===== src/rtl/uart_bus_master_pkg.sv =====
// Shared definitions for the UART debug/loader bus master.
// State encoding, command/response codes, timer width and a byte-XOR helper.
package uart_bus_master_pkg;

  typedef enum logic [2:0] {
    S_IDLE,
    S_ADDR,
    S_DATA,
    S_BUS,
    S_TX_START,
    S_TX_WAIT
  } state_t;

  localparam logic [7:0] CMD_READ  = 8'h52;
  localparam logic [7:0] CMD_WRITE = 8'h57;
  localparam logic [7:0] RSP_ACK   = 8'h06;
  localparam logic [7:0] RSP_NAK   = 8'h15;

  localparam int TIMEOUT_W = 32;

  // XOR of the four bytes of a word, used for the response checksum byte.
  function automatic logic [7:0] xor_bytes(input logic [31:0] w);
    return w[7:0] ^ w[15:8] ^ w[23:16] ^ w[31:24];
  endfunction

endpackage


===== src/rtl/uart_tx_queue.sv =====
// Response byte queue: holds up to 5 bytes and a count, sends them in order
// through the async transmitter handshake and pulses done_o when the last
// byte has left the transmitter.
module uart_tx_queue
  import uart_bus_master_pkg::*;
(
  input  logic        clk,
  input  logic        rst,
  input  logic        load_i,
  input  logic [39:0] bytes_i,
  input  logic [2:0]  count_i,
  input  logic        txdBusy_i,
  output logic        txdStart_o,
  output logic [7:0]  txdData_o,
  output logic        done_o
);

  state_t      r_state;
  logic [39:0] r_bytes;
  logic [2:0]  r_count;
  logic        r_guard;

  // Start/wait sequencing; the guard cycle lets the transmitter raise busy
  // before we look at it again.
  always_ff @(posedge clk) begin
    if (rst) begin
      r_state    <= S_IDLE;
      r_bytes    <= '0;
      r_count    <= '0;
      r_guard    <= 1'b0;
      txdStart_o <= 1'b0;
      txdData_o  <= '0;
      done_o     <= 1'b0;
    end else begin
      txdStart_o <= 1'b0;
      done_o     <= 1'b0;
      case (r_state)
        S_TX_START: begin
          if (!txdBusy_i) begin
            txdData_o  <= r_bytes[7:0];
            txdStart_o <= 1'b1;
            r_bytes    <= {8'h00, r_bytes[39:8]};
            r_count    <= r_count - 3'd1;
            r_guard    <= 1'b1;
            r_state    <= S_TX_WAIT;
          end
        end
        S_TX_WAIT: begin
          if (r_guard) begin
            r_guard <= 1'b0;
          end else if (!txdBusy_i) begin
            if (r_count != 3'd0) begin
              r_state <= S_TX_START;
            end else begin
              done_o  <= 1'b1;
              r_state <= S_IDLE;
            end
          end
        end
        default: begin
          if (load_i) begin
            r_bytes <= bytes_i;
            r_count <= count_i;
            r_state <= S_TX_START;
          end
        end
      endcase
    end
  end

endmodule


===== src/rtl/uart_bus_master.sv =====
// UART-driven single-word bus initiator. Parses 'R'/'W' frames, runs one bus
// cycle and returns read data, ACK or NAK through uart_tx_queue.
// Optional build macro: UART_BUS_MASTER_CHECKSUM_EN adds a trailing XOR byte
// to every received frame and every response.
//
// state      | meaning
// S_IDLE     | waiting for a command byte
// S_ADDR     | collecting address bytes A0..A3
// S_DATA     | collecting write data D0..D3 (and checksum byte when enabled)
// S_BUS      | bus request held until the target stops reporting busy
// S_TX_START | response handed to the queue, waiting for its done pulse
module uart_bus_master
  import uart_bus_master_pkg::*;
#(
  parameter int CLK_FREQ   = 25000000,
  parameter int TIMEOUT_MS = 50
) (
  input  logic        clk,
  input  logic        rst,
  input  logic        rxdReady_i,
  input  logic [7:0]  rxdData_i,
  input  logic        txdBusy_i,
  output logic        txdStart_o,
  output logic [7:0]  txdData_o,
  output logic        devEnable_o,
  output logic        devWrite_o,
  input  logic        devBusy_i,
  output logic [31:0] devDataSave_o,
  input  logic [31:0] devDataLoad_i,
  output logic [31:0] devPhysicalAddr_o,
  output logic [3:0]  devByteSelect_o,
  output logic        active_o
);

  localparam logic [TIMEOUT_W-1:0] TIMEOUT_CYC = TIMEOUT_W'(CLK_FREQ / 1000 * TIMEOUT_MS);

`ifdef UART_BUS_MASTER_CHECKSUM_EN
  localparam logic [2:0] CK_EXTRA = 3'd1;
`else
  localparam logic [2:0] CK_EXTRA = 3'd0;
`endif

  state_t                r_state;
  logic [1:0]            r_idx;
  logic [TIMEOUT_W-1:0]  r_timer;
  logic                  r_q_load;
  logic [39:0]           r_q_bytes;
  logic [2:0]            r_q_count;
`ifdef UART_BUS_MASTER_CHECKSUM_EN
  logic [7:0]            r_csum;
  logic                  r_ck_phase;
`endif

  logic w_in_frame;
  logic w_expired;
  logic w_q_done;

  assign devByteSelect_o = 4'hf;
  assign w_in_frame      = (r_state == S_ADDR) || (r_state == S_DATA);
  assign w_expired       = w_in_frame && (r_timer == '0);

  // Inter-byte timeout: reload on any byte, count down only mid-frame.
  always_ff @(posedge clk) begin
    if (rst) begin
      r_timer <= TIMEOUT_CYC;
    end else if (rxdReady_i) begin
      r_timer <= TIMEOUT_CYC;
    end else if (w_in_frame && (r_timer != '0)) begin
      r_timer <= r_timer - TIMEOUT_W'(1);
    end
  end

  // Frame parser and bus sequencer; responses are always built as payload
  // plus XOR byte, and the count decides whether the XOR byte is sent.
  always_ff @(posedge clk) begin
    if (rst) begin
      r_state           <= S_IDLE;
      r_idx             <= '0;
      r_q_load          <= 1'b0;
      r_q_bytes         <= '0;
      r_q_count         <= '0;
      devEnable_o       <= 1'b0;
      devWrite_o        <= 1'b0;
      devDataSave_o     <= '0;
      devPhysicalAddr_o <= '0;
      active_o          <= 1'b0;
`ifdef UART_BUS_MASTER_CHECKSUM_EN
      r_csum            <= '0;
      r_ck_phase        <= 1'b0;
`endif
    end else begin
      r_q_load <= 1'b0;
      case (r_state)
        S_IDLE: begin
          if (rxdReady_i) begin
            active_o <= 1'b1;
            if ((rxdData_i == CMD_READ) || (rxdData_i == CMD_WRITE)) begin
              devWrite_o <= (rxdData_i == CMD_WRITE);
              r_idx      <= '0;
              r_state    <= S_ADDR;
`ifdef UART_BUS_MASTER_CHECKSUM_EN
              r_csum     <= rxdData_i;
              r_ck_phase <= 1'b0;
`endif
            end else begin
              r_q_bytes <= {24'h0, RSP_NAK, RSP_NAK};
              r_q_count <= 3'd1 + CK_EXTRA;
              r_q_load  <= 1'b1;
              r_state   <= S_TX_START;
            end
          end
        end
        S_ADDR: begin
          if (w_expired) begin
            r_state  <= S_IDLE;
            active_o <= 1'b0;
          end else if (rxdReady_i) begin
            devPhysicalAddr_o[{r_idx, 3'b000} +: 8] <= rxdData_i;
            r_idx <= r_idx + 2'd1;
`ifdef UART_BUS_MASTER_CHECKSUM_EN
            r_csum <= r_csum ^ rxdData_i;
`endif
            if (r_idx == 2'd3) begin
              if (devWrite_o) begin
                r_state <= S_DATA;
              end else begin
`ifdef UART_BUS_MASTER_CHECKSUM_EN
                r_ck_phase <= 1'b1;
                r_state    <= S_DATA;
`else
                devEnable_o <= 1'b1;
                r_state     <= S_BUS;
`endif
              end
            end
          end
        end
        S_DATA: begin
          if (w_expired) begin
            r_state  <= S_IDLE;
            active_o <= 1'b0;
          end else if (rxdReady_i) begin
`ifdef UART_BUS_MASTER_CHECKSUM_EN
            if (r_ck_phase) begin
              if ((r_csum ^ rxdData_i) == 8'h00) begin
                devEnable_o <= 1'b1;
                r_state     <= S_BUS;
              end else begin
                r_q_bytes <= {24'h0, RSP_NAK, RSP_NAK};
                r_q_count <= 3'd1 + CK_EXTRA;
                r_q_load  <= 1'b1;
                r_state   <= S_TX_START;
              end
            end else begin
              devDataSave_o[{r_idx, 3'b000} +: 8] <= rxdData_i;
              r_idx  <= r_idx + 2'd1;
              r_csum <= r_csum ^ rxdData_i;
              if (r_idx == 2'd3) r_ck_phase <= 1'b1;
            end
`else
            devDataSave_o[{r_idx, 3'b000} +: 8] <= rxdData_i;
            r_idx <= r_idx + 2'd1;
            if (r_idx == 2'd3) begin
              devEnable_o <= 1'b1;
              r_state     <= S_BUS;
            end
`endif
          end
        end
        S_BUS: begin
          if (devEnable_o && !devBusy_i) begin
            devEnable_o <= 1'b0;
            r_q_load    <= 1'b1;
            r_state     <= S_TX_START;
            if (devWrite_o) begin
              r_q_bytes <= {24'h0, RSP_ACK, RSP_ACK};
              r_q_count <= 3'd1 + CK_EXTRA;
            end else begin
              r_q_bytes <= {xor_bytes(devDataLoad_i), devDataLoad_i};
              r_q_count <= 3'd4 + CK_EXTRA;
            end
          end
        end
        S_TX_START: begin
          if (w_q_done) begin
            r_state  <= S_IDLE;
            active_o <= 1'b0;
          end
        end
        default: begin
          r_state  <= S_IDLE;
          active_o <= 1'b0;
        end
      endcase
    end
  end

  uart_tx_queue u_tx_queue (
    .clk        (clk),
    .rst        (rst),
    .load_i     (r_q_load),
    .bytes_i    (r_q_bytes),
    .count_i    (r_q_count),
    .txdBusy_i  (txdBusy_i),
    .txdStart_o (txdStart_o),
    .txdData_o  (txdData_o),
    .done_o     (w_q_done)
  );

endmodule


===== config.mk =====
export PLATFORM = sky130hd
export DESIGN_NAME = uart_bus_master
export DESIGN_NICKNAME = d
export VERILOG_FILES = /design/src/rtl/uart_bus_master_pkg.sv /design/src/rtl/uart_tx_queue.sv /design/src/rtl/uart_bus_master.sv
export SDC_FILE = /design/constraint.sdc
export NUM_CORES = 1
export LEC_CHECK = 0
export ABC_AREA = 1
export BUFFER_PORTS_ARGS = -buffer_cell sky130_fd_sc_hd__clkbuf_2
export CAP_MARGIN = 20
export CORE_MARGIN = 2
export CORE_UTILIZATION = 26
export CTS_CLUSTER_SIZE = 10
export DETAILED_ROUTE_END_ITERATION = 10
export PLACE_DENSITY_LB_ADDON = 0.08
export REMOVE_ABC_BUFFERS = 1
export SYNTH_ARGS = -nofsm -noshare
export SYNTH_HDL_FRONTEND = slang
export SYNTH_SLANG_ARGS = --single-unit

===== constraint.sdc =====
create_clock -name clk -period 3.5 [get_ports clk]
set_input_delay 0.7 -clock clk [delete_from_list [all_inputs] [get_ports clk]]
set_output_delay 0.7 -clock clk [all_outputs]
set_load 0.01 [all_outputs]

Yosys cells after proc, flatten, opt, wreduce, memory -nomap -nowiden. Index checks and enable logic that the tools add are counted.

Memories: 0. Latch bits: 0. Word-level logic and storage cells: 157. ROM bits: 0. Bits in writable memories: 0. Output and inout bits: 80. Register bits after elaboration: 205.

Multiply operators: 0. Shifts and indexed selects: 2. Magnitude comparators: 0. Equality and inequality tests: 31. Add/subtract/negate cells: 4. Div/mod/pow operators: 0. Multiplexer cells: 62. Reductions and logical operators: 32. Bitwise operators: 8.

Operator list (count): 40-bit two-way mux (6); 40-bit case mux with 2 select lines (2); 32-bit bitwise mux (2); 3-bit two-way mux (21); 32-bit zero test (1); 32-bit nonzero test (1); 8-bit by 7-bit variable shift with 32-bit output, first input constant (1); 8-bit by 7-bit indexed part select with 32-bit output (1); 32-bit by 1-bit subtractor with 32-bit output, second input constant (1); 2-bit != test, second input constant (13); 8-bit bitwise XOR (3); 1-bit two-way mux (18); 3-bit case mux with 2 select lines (3); 8-bit by 7-bit equality test with 1-bit output, second input constant (2); 3-bit case mux with 5 select lines (1); 3-bit AND reduction (4); 4-bit AND reduction (3); 2-bit by 1-bit != test with 1-bit output, second input constant (5); 3-bit equality test, second input constant (3); 9-bit AND reduction (1); 3-bit nonzero test (3); 2-bit two-way mux (4); 2-bit nonzero test (4); 5-bit negator with 7-bit output (1); 21 further kinds (35).

Logic depth before layout (Yosys ltp). Gate-level depths: netlist of run 1.

Word-level depth: 6. Depth in mapped cells: 12.

By module. Synthesis of run 1 repeated with hierarchy kept, for this count alone.

Cells, all modules: 1494. Area, all modules: 10028.4 µm².

Modules (own cells, without submodules): uart_bus_master (cells each 1064, instances 1, area an instance 7338.3 µm²); uart_tx_queue (cells each 430, instances 1, area an instance 2690.1 µm²).

Least setup slack after synthesis of run 1. Ideal clock, no wire load.

Path kind: reg-to-reg. Start point: register r_idx[0]. End point: register devDataSave_o[16]. Required time: 3.436 ns. Clock period less this slack: 1.964 ns. Library setup time: 0.064 ns. Data arrival time: 1.900 ns. Buffers on the path: 2. Slack: 1.536 ns. Cell stages (with the launch flop): 9. Cell sequence: dfxtp_1 -> clkbuf_1 -> inv_1 -> ha_1 -> clkbuf_1 -> nand2_1 -> nor3_1 -> o21bai_1 -> nor2_1.

Cells in the longest elaborated chain, start to end: 3. Elaborated cells between the ends (all ways): 4. Classes of those cells: 1 x add/sub; 2 x shift; 1 x mux.

RTL lines: from (decl) (RTL line uart_bus_master.sv:44) `logic [1:0] r_idx;`; from (signal assigned) (RTL line uart_bus_master.sv:119) `r_idx <= r_idx + 2'd1;`; from (signal assigned) (RTL line uart_bus_master.sv:162) `r_idx <= r_idx + 2'd1;`; 5-bit negator with 7-bit output * (RTL line uart_bus_master.sv:161) `devDataSave_o[{r_idx, 3'b000} +: 8] <= rxdData_i;`; 8-bit by 7-bit indexed part select with 32-bit output / 8-bit by 7-bit variable shift with 32-bit output (equally long branches) (RTL line uart_bus_master.sv:161); 32-bit bitwise mux * (RTL line uart_bus_master.sv:161); to (signal, indexed assignment) (RTL line uart_bus_master.sv:161); to (decl) (RTL line uart_bus_master.sv:28) `output logic [31:0] devDataSave_o,`.

Every way passes the cells marked *; elsewhere a longest branch is shown, timed or not. A chain may end at the register's enable or synchronous reset.

Worst setup path after layout of run 1.
Start point: register r_idx[0]. End point: register devPhysicalAddr_o[1].

Cells in the longest elaborated chain, start to end: 3. Elaborated cells between the ends (all ways): 4. Classes of those cells: 1 x add/sub; 2 x shift; 1 x mux.

RTL lines: 5-bit negator with 7-bit output * (RTL line uart_bus_master.sv:118) `devPhysicalAddr_o[{r_idx, 3'b000} +: 8] <= rxdData_i;`; 8-bit by 7-bit indexed part select with 32-bit output / 8-bit by 7-bit variable shift with 32-bit output (equally long branches) (RTL line uart_bus_master.sv:118); 32-bit bitwise mux * (RTL line uart_bus_master.sv:118); to (signal, indexed assignment) (RTL line uart_bus_master.sv:118); to (decl) (RTL line uart_bus_master.sv:30) `output logic [31:0] devPhysicalAddr_o,`.

Marks and branches as above.

==> results of run 1 <==
## worst min-delay path, cell delays in order
cell      delay [ps]
clkbuf_2          90
nand2_1           60
a21oi_1           50
## how the worst min path moves through the flow
stage                                    to
after floorplan           u_tx_queue.done_o
after global placement        r_q_bytes[20]
after detailed placement  u_tx_queue.done_o
after CTS                     r_q_bytes[21]
after global routing          r_q_bytes[13]
final                         r_q_bytes[21]
## flip-flops by register name, indices dropped and copies added, names as in the netlist
signal,flops
r_q_bytes,40
u_tx_queue.r_bytes,40
devDataSave_o,32
devPhysicalAddr_o,32
r_timer,32
u_tx_queue.txdData_o,8
r_state,3
u_tx_queue.r_count,3
r_idx,2
r_q_count,2
u_tx_queue.r_state,2
active_o,1
devEnable_o,1
devWrite_o,1
r_q_load,1
u_tx_queue.done_o,1
u_tx_queue.r_guard,1
u_tx_queue.txdStart_o,1
## logic make-up (layout without fill, tap and decap cells)
| family | Yosys count | count (layout) | share of synthesized area [%] |
|---|---|---|---|
| fa+ha+maj | 9 | 9 | 1.190 |
| simple gates | 689 | 689 | 31.12 |
| other cells | 1 | 4 | 0.03964 |
| flops | 203 | 203 | 42.96 |
| xor+xnor | 37 | 37 | 3.425 |
| buf+inv | 193 | 305 | 8.544 |
| compound gates | 213 | 213 | 12.72 |
## placed cells by master (no fill, tap or decap), types with 17 or more instances in the layout
cell	netlist	final
a21oi_1	87	87
a31oi_1	34	34
clkbuf_16	0	26
clkbuf_2	0	119
dfxtp_1	203	203
inv_1	123	122
nand2_1	377	377
nand3_1	37	37
nor2_1	211	210
o21ai_0	54	54
o21bai_1	17	17
xnor2_1	30	30
## Yosys cell counts (3+ instances only)
cell type  instances  area [um2]
nand2_1          377        1415
nor2_1           211       792.0
dfxtp_1          203        4064
inv_1            123       461.7
a21oi_1           87       435.4
o21ai_0           54       270.3
nand3_1           37       185.2
a31oi_1           34       212.7
clkbuf_1          33       123.9
xnor2_1           30       262.8
o21bai_1          17       127.6
nor3_1            13       65.06
nand4_1           11       68.82
buf_2             10       50.05
buf_4              9       67.56
ha_1               9       112.6
nor2_2             9       56.30
inv_2              8       30.03
nand3b_1           7       52.55
o211ai_1           7       52.55
xor2_1             7       61.31
a22oi_1            6       45.04
nand4_4            6       127.6
buf_6              5       56.30
buf_1              3       11.26
nand2_2            3       18.77
nand3_2            3       30.03
## where the power goes
group	switching (mW)	internal [mW]	total [mW]	leakage, nW
clock network	1.01	1.55	2.56	0.398
logic	0.241	0.113	0.354	2.68
registers	0.0316	2.38	2.41	1.64
## layout make-up
class / count / area, um2
sequential: 203 / 4064
tap: 461 / 576.8
timing repair buffer: 131 / 685.7
clock buffer: 37 / 752.0
multi-input combinational: 952 / 4607
inverter: 133 / 499.2
clock inverter: 4 / 56.30
fill: 4020 / 24500
## routing by layer
layer  vias up  routed length [um]  part of all wire (%)
met3        33                1158                   4.1
met2       123               12500                    44
met1      3821               14130                    50
li1       4459                   -                     -
met4         0                 409                   1.5
met5         -                   0                     0
## metrics by stage
| step | worst slack, ps | power [mW] |
|---|---|---|
| 6_report | 933.3 | 5.321 |
| 5_1_grt | 685.2 | 5.561 |
| 4_1_cts | 904.4 | 5.429 |
| 3_5_place_dp | 905.8 | 2.818 |
| 3_3_place_gp | 895.2 | 2.819 |
| 2_1_floorplan | -374.1 | 2.650 |
==> impl_metrics.py, run 1 <==
metrics = {
    "worst_setup_path": {
        "arrival_ps": 2940,
        "ff2ff_path_depth": 7,
        "crit_fanout": 13,
        "cpMaxStageDelayCell": "dfxtp_1",
        "crit_family": "simple AND/OR/NAND/NOR gates",
        "rrSetupSlack_ps": 930,
        "path_class": "flop to flop",
        "worstSetupStartpointType": "flop",
        "crit_required_ps": 3870,
        "path_cells": "inv_1, ha_1, clkinv_1, nand3_1, nor2_1, nand2_1, a21oi_1",
        "critPathLaunch": "r_idx[0]",
        "end_kind": "flop",
        "cpPeakStageDelay_ps": 590,
        "path_depth": 7,
        "path_buf_inv": 2,
        "r2r_start": "r_idx[0]",
        "cp-endpoint": "devPhysicalAddr_o[1]",
        "rr_endpoint": "devPhysicalAddr_o[1]",
    },
    "cells_and_area": {
        "fin_util_pct": 31.45,
        "final_cells": 1921,
        "antenna_cells": 0,
        "final_area_um2": 11240,
        "area_delta_synth_final_pct": 18.82,
        "final_nets": 1501,
        "drive_gt1_share_pct": 14.18,
    },
    "yosys": {
        "ys_ff_latch": 203,
        "synthArstFlopShare_pct": 0,
        "syn-instance-count": 1345,
        "synth_edf_count": 0,
        "synthFlopType": "dfxtp_1",
        "syn_area_um2": 9460,
        "synth_area_per_cell_um2": 7.034,
        "synth_warnings": 0,
        "yosysUniqueCellTypes": 41,
        "yosysSeqAreaShare_pct": 42.96,
    },
    "clocking": {
        "clock_path_buffers": 3,
        "post_cts_buffers": 0,
        "clk_latency_ps": 530,
        "cts_buffers": 26,
        "cts_tree": "yes",
        "cts.reportedPaths.clkPinSlew_ps": 50,
        "holdBufCountCts": 0,
        "htreeDepth": 1,
        "cts-root-buf": "clkbuf_16",
        "ctsResizeCount": 0,
        "cts.sinks": 203,
    },
    "grt": {
        "antenna_found_initial": 0,
        "track_usage_pct": 14.78,
        "grt_busiest_layer": "met2",
        "overflow": 0,
        "use_met3_pct": 2.273,
        "grt_pass1_vias": 8156,
        "grt_max_degree": 78,
        "grt_pass1_wl_um": 45590,
        "use_met1_pct": 20.76,
        "use_met2_pct": 23.96,
    },
    "placed_design": {
        "hpwlAfterDp_um": 19670,
        "gp_congestion": 0.7565,
        "dp.cells": 1880,
        "port_buffers": 120,
        "post_dp_cell_area_um2": 10430,
    },
    "floorplanning": {
        "initial_utilization_pct": 26.47,
        "dieArea_um2": 37930,
        "row_count": 69,
        "coreArea_um2": 35740,
        "die_w_um": 194.8,
        "die_y_um": 194.8,
        "io_pins": 125,
    },
    "sta": {
        "timing.final.crit_period_ps": 2567,
        "slew_headroom_pct": 39.69,
        "rsz0062_at_grt": "no",
        "holdWs_ps": 422.5,
        "hold_violations": 0,
        "setup_tns_ps": 0,
        "drv_slew": 0,
        "fin_crit_sh_pct": 73.33,
        "max_freq_ghz": 0.3896,
        "worstMarginPinSlew_ps": 904.7,
        "final-setup-viol-count": 0,
        "fin_skew_ps": 16.49,
    },
    "drt": {
        "wl_um": 28200,
        "drt_iter0_markers": 385,
        "drtAntennaViolNets": 0,
        "firstDrtPassIters": 4,
        "vias": 8436,
        "viasPerCell": 4.391,
        "wire_per_inst_um": 14.68,
        "drcViolationCount": 0,
    },
    "hold_path": {
        "min-delay-start": "devDataLoad_i[21]",
        "hp-class": "input pin to flop",
        "holdPathStages": 3,
    },
    "power_and_ir_drop": {
        "p_per_area_nw_per_um2": 473.3,
        "p_leak_nw": 4.726,
        "ir_drop_v": 0.0003574,
    },
    "run": {
        "cap_violations": 0,
    },
    "outcome": {
        "status": "finished clean",
    },
}
No activity file was read; power rests on OpenSTA's default activity.
==> run 2: changes to the inputs <==
==> constraint.sdc (replaced) <==
create_clock -name clk -period 2.4 [get_ports clk]
set_input_delay 0.48 -clock clk [delete_from_list [all_inputs] [get_ports clk]]
set_output_delay 0.48 -clock clk [all_outputs]
set_load 0.01 [all_outputs]
==> impl_metrics.py, run 2 (synthesis gave the netlist of run 1 again) <==
metrics = {
    "floorplanning": {
        "die_y_um": 194.8,
        "row_count": 69,
        "io_pins": 125,
        "die_w_um": 194.8,
        "initial_utilization_pct": 26.47,
        "coreArea_um2": 35740,
        "dieArea_um2": 37930,
    },
    "grt": {
        "grt_pass1_wl_um": 45300,
        "overflow": 0,
        "grt_pass1_vias": 8262,
        "grt_max_degree": 79,
        "antenna_found_initial": 0,
        "track_usage_pct": 14.79,
    },
    "drt": {
        "met2_length_um": 12770,
        "topRoutingLayerUsed": "met4",
        "dr_wl_met3_um": 970,
        "vias": 8516,
        "drcViolationCount": 0,
        "drtAntennaViolNets": 0,
        "wl_um": 28160,
        "viasPerCell": 4.403,
        "drt-met1-wl_um": 13830,
        "drt_iter0_markers": 362,
        "wire_per_inst_um": 14.56,
        "firstDrtPassIters": 4,
    },
    "sta": {
        "holdWs_ps": 197.3,
        "setup_tns_ps": 0,
        "worstMarginPinSlew_ps": 937.9,
        "slew_headroom_pct": 37.41,
        "fin_ws_ps": 501.3,
        "drv_slew": 0,
        "hold_violations": 0,
        "rsz0062_at_grt": "no",
        "fin_skew_ps": 7.856,
        "max_freq_ghz": 0.5267,
        "final-setup-viol-count": 0,
        "timing.final.crit_period_ps": 1899,
        "fin_crit_sh_pct": 79.11,
    },
    "worst_setup_path": {
        "rrSetupSlack_ps": 500,
        "r2r_start": "r_idx[1]",
        "crit_fanout": 9,
        "critPathLaunch": "r_idx[1]",
        "ff2ff_path_depth": 7,
        "end_kind": "flop",
        "rr_endpoint": "devPhysicalAddr_o[1]",
        "crit_required_ps": 2800,
        "arrival_ps": 2300,
        "worstSetupStartpointType": "flop",
        "path_class": "flop to flop",
    },
    "power_and_ir_drop": {
        "ir_drop_v": 0.0004854,
        "p_leak_nw": 4.789,
        "p_per_area_nw_per_um2": 675.7,
    },
    "clocking": {
        "htreeDepth": 1,
        "clk_latency_ps": 540,
        "cts_buffers": 26,
        "holdBufCountCts": 0,
        "clock_path_buffers": 3,
        "ctsResizeCount": 0,
        "post_cts_buffers": 0,
        "cts.reportedPaths.clkPinSlew_ps": 50,
        "cts_tree": "yes",
        "cts-root-buf": "clkbuf_16",
        "cts.sinks": 203,
    },
    "cells_and_area": {
        "area_delta_synth_final_pct": 19.83,
        "fin_util_pct": 31.72,
        "layout_common_cells": "nand2_1 (377), nor2_1 (210), dfxtp_1 (203), inv_1 (122), clkbuf_2 (119)",
        "final_common_cell": "nand2_1",
        "num-fill-cells": 4015,
        "final_cells": 1934,
        "final_nets": 1515,
        "reg_top3": "r_q_bytes x40, u_tx_queue.r_bytes x40",
        "antenna_cells": 0,
        "drive_gt1_share_pct": 14.94,
    },
    "hold_path": {
        "holdPathStages": 3,
        "hold_end": "r_q_bytes[18]",
        "min-delay-start": "devDataLoad_i[18]",
        "hp-class": "input pin to flop",
    },
    "placed_design": {
        "preCtsSetupSlack_ps": 367.8,
        "port_buffers": 120,
        "hpwlAfterDp_um": 19740,
        "dp.cells": 1894,
        "gp_congestion": 0.7971,
    },
    "outcome": {
        "status": "finished clean",
    },
    "run": {
        "cap_violations": 0,
    },
}
[run 2: changes by cell type in the layout (fill, tap and decap cells not counted)]
cell,previous run,this run
buf_4,12,24
buf_12,0,2
bufinv_16,1,0
clkbuf_8,6,5
clkinv_4,0,1
[run 2: area by class of cell]
class,count,area (um2),area share [%]
Multi-Input combinational cell,952,4607,40.64
Tap cell,461,576.8,5.088
Clock buffer,36,738.2,6.512
Inverter,133,499.2,4.404
Sequential cell,203,4064,35.85
Timing Repair Buffer,145,815.8,7.196
Clock inverter,4,35.03,0.3091
[run 2: critical path, cell delays in order (launching register included)]
cell,delay (ps)
dfxtp_1,400
inv_1,90
ha_1,380
clkinv_1,250
nand3_1,390
nor2_1,110
nand2_1,90
a21oi_1,60
[run 2: report_power, final]
group | leakage [nW] | internal (mW) | switching, mW | total, mW
clock network | 0.381 | 2.12 | 1.50 | 3.62
registers | 1.64 | 3.46 | 0.0452 | 3.51
logic | 2.76 | 0.177 | 0.354 | 0.531
[run 2: stage by stage]
step           power, mW  cell area (um2)
4_1_cts            7.810            11340
6_report           7.660            11340
3_5_place_dp       4.123            10560
5_1_grt            8.000            11340
3_3_place_gp       4.123            10560
2_1_floorplan      3.865             9163
[run 2: worst max-delay path by stage]
stage | endpoint | slack (ps) | cells after the start
detailed placement | r_q_bytes[24] | 370 | 9
floorplan | u_tx_queue.r_count[2] | -1250 | 6
global placement | r_q_bytes[16] | 370 | 10
CTS | devPhysicalAddr_o[1] | 480 | 7
global route | devDataSave_o[0] | 210 | 10
finish | devPhysicalAddr_o[1] | 500 | 7
[run 2: layer usage]
layer / up-vias / GRT usage [%]
li1: 4497 / -
met1: 3851 / 20.16
met2: 138 / 24.66
met3: 30 / 2.100
met4: 0 / 3.562
met5: - / 0
==> run 3: changes to the inputs <==
==> constraint.sdc (replaced) <==
create_clock -name clk -period 1.87 [get_ports clk]
set_input_delay 0.374 -clock clk [delete_from_list [all_inputs] [get_ports clk]]
set_output_delay 0.374 -clock clk [all_outputs]
set_load 0.01 [all_outputs]
==> impl_metrics.py, run 3 (synthesis gave the netlist of run 1 again) <==
metrics = {
    "sta": {
        "rsz0062_at_grt": "yes",
        "worstMarginPinSlew_ps": 643.6,
        "hold_violations": 0,
        "max_freq_ghz": 0.5726,
        "setup_tns_ps": 0,
        "fin_skew_ps": 10.14,
        "slew_headroom_pct": 57.05,
        "fin_crit_sh_pct": 93.40,
        "final-setup-viol-count": 0,
        "drv_slew": 0,
        "timing.final.crit_period_ps": 1747,
    },
    "floorplanning": {
        "io_pins": 125,
        "dieArea_um2": 37930,
        "coreArea_um2": 35740,
        "die_y_um": 194.8,
        "initial_utilization_pct": 26.47,
        "row_count": 69,
        "die_w_um": 194.8,
    },
    "worst_setup_path": {
        "cpMaxStageDelayCell": "dfxtp_1",
        "r2r_start": "r_state[2]",
        "cpPeakStageDelay_ps": 310,
        "crit_required_ps": 2280,
        "path_cells": "inv_1, nand3_2, nand2_8, inv_2, nor2_4, buf_12, nand2_1, o21ai_0, nand3_1",
        "ff2ff_path_depth": 9,
        "crit_fanout": 18,
        "worstSetupStartpointType": "flop",
        "crit_family": "simple AND/OR/NAND/NOR gates",
        "end_kind": "flop",
        "arrival_ps": 2160,
        "rrSetupSlack_ps": 120,
        "path_buf_inv": 3,
        "rr_endpoint": "r_timer[9]",
        "path_class": "flop to flop",
    },
    "placed_design": {
        "gp_congestion": 0.7831,
        "hpwlAfterDp_um": 20120,
        "dp.cells": 1925,
        "port_buffers": 120,
    },
    "power_and_ir_drop": {
        "share_comb_of_total_power_pct": 7.4,
        "seqPwrFrac_pct": 46.7,
        "power.switching_mw": 2.383,
        "intPower_mw": 7.260,
        "p_per_area_nw_per_um2": 826.9,
        "p_leak_nw": 4.965,
        "ir_drop_v": 0.0006696,
        "finalPower_mw": 9.643,
        "sw_frac_of_total_pct": 24.71,
        "clkPwrFrac_pct": 45.9,
    },
    "cells_and_area": {
        "reg_top3": "r_q_bytes x40, u_tx_queue.r_bytes x40",
        "layout_common_cells": "nand2_1 (376), nor2_1 (207), dfxtp_1 (201), inv_1 (122), clkbuf_2 (119)",
        "antenna_cells": 0,
        "drive_gt1_share_pct": 17.01,
        "final_cells": 1966,
        "area_delta_synth_final_pct": 23.26,
        "num-fill-cells": 3992,
        "final_nets": 1548,
        "final_common_cell": "nand2_1",
    },
    "hold_path": {
        "hold_end": "r_q_bytes[26]",
        "holdPathStages": 3,
        "min-delay-start": "devDataLoad_i[26]",
        "hp-class": "input pin to flop",
    },
    "clocking": {
        "clock_path_buffers": 3,
        "cts_tree": "yes",
        "cts_buffers": 25,
        "htreeDepth": 1,
        "cts-root-buf": "clkbuf_16",
        "cts.sinks": 203,
        "clk_latency_ps": 530,
        "cts.reportedPaths.clkPinSlew_ps": 60,
        "holdBufCountCts": 0,
    },
    "grt": {
        "overflow": 0,
        "grt_max_degree": 84,
        "grt_pass1_wl_um": 45880,
        "track_usage_pct": 14.90,
        "antenna_found_initial": 1,
        "grt_pass1_vias": 8268,
    },
    "run": {
        "cap_violations": 0,
    },
    "drt": {
        "drt_iter0_markers": 374,
        "topRoutingLayerUsed": "met4",
        "drtAntennaViolNets": 0,
        "met2_length_um": 13020,
        "viasPerCell": 4.374,
        "drt-met1-wl_um": 14180,
        "firstDrtPassIters": 5,
        "wire_per_inst_um": 14.51,
        "drcViolationCount": 0,
        "dr_wl_met3_um": 826,
        "wl_um": 28520,
        "vias": 8600,
    },
    "outcome": {
        "status": "finished clean",
    },
}
-- run 3: final cells by class --
cell class | count | area, um2 | share of cell area [%]
multi-input combinational | 953 | 4651 | 39.88
tap | 461 | 576.8 | 4.946
sequential | 203 | 4066 | 34.87
clock inverter | 2 | 25.02 | 0.2146
clock buffer | 36 | 696.9 | 5.976
inverter | 133 | 499.2 | 4.281
timing repair buffer | 178 | 1146 | 9.828
-- run 3: timing repair --
item                       in CTS  in global routing
setup endpoints to repair       0                 31
buffers inserted                0                  2
gates resized for setup         0                 13
-- run 3: worst register-to-register path, cell delays in order (launching register included) --
cell and delay (ps):
dfxtp_1 310, inv_1 130, nand3_2 220, nand2_8 190
inv_2 70, nor2_4 170, buf_12 170, nand2_1 110
o21ai_0 180, nand3_1 80
-- run 3: power groups by stage --
stage | Clock, mW | Sequential, mW | Combinational, mW
final | 4.42 | 4.50 | 0.716
after floorplan | 0 | 4.59 | 0.374
after CTS | 4.58 | 4.50 | 0.735
after detailed placement | 0 | 4.60 | 0.733
after global routing | 4.76 | 4.52 | 0.819
after global placement | 0 | 4.60 | 0.731
-- run 3: per-stage QoR --
step	area (um2)	util (%)	setup slack, ps	hold WS [ps]
floorplan	9163	-	-1753	420.1
global placement	10860	30.38	102.3	449.1
detailed placement	10860	30.38	60.10	447.9
CTS	11580	32.40	27.58	68.81
global route	11660	32.63	-8.245	95.11
finish	11660	32.63	123.4	98.91
-- run 3: worst max path at each step --
stage / end / startpoint / cells after the start / slack, ps
floorplan: u_tx_queue.r_count[2] / u_tx_queue.r_state[2] / 7 / -1750
global placement: devPhysicalAddr_o[5] / r_timer[0] / 10 / 100
detailed placement: devPhysicalAddr_o[1] / r_timer[0] / 10 / 60
CTS: devPhysicalAddr_o[1] / r_timer[0] / 10 / 30
global route: devDataSave_o[3] / r_timer[9] / 10 / -8
finish: r_timer[9] / r_state[2] / 9 / 120
-- run 3: layer usage --
layer	vias up	track usage [%]
li1	4560	-
met2	129	24.33
met4	0	3.138
met5	-	0
met1	3882	21.09
met3	29	1.805
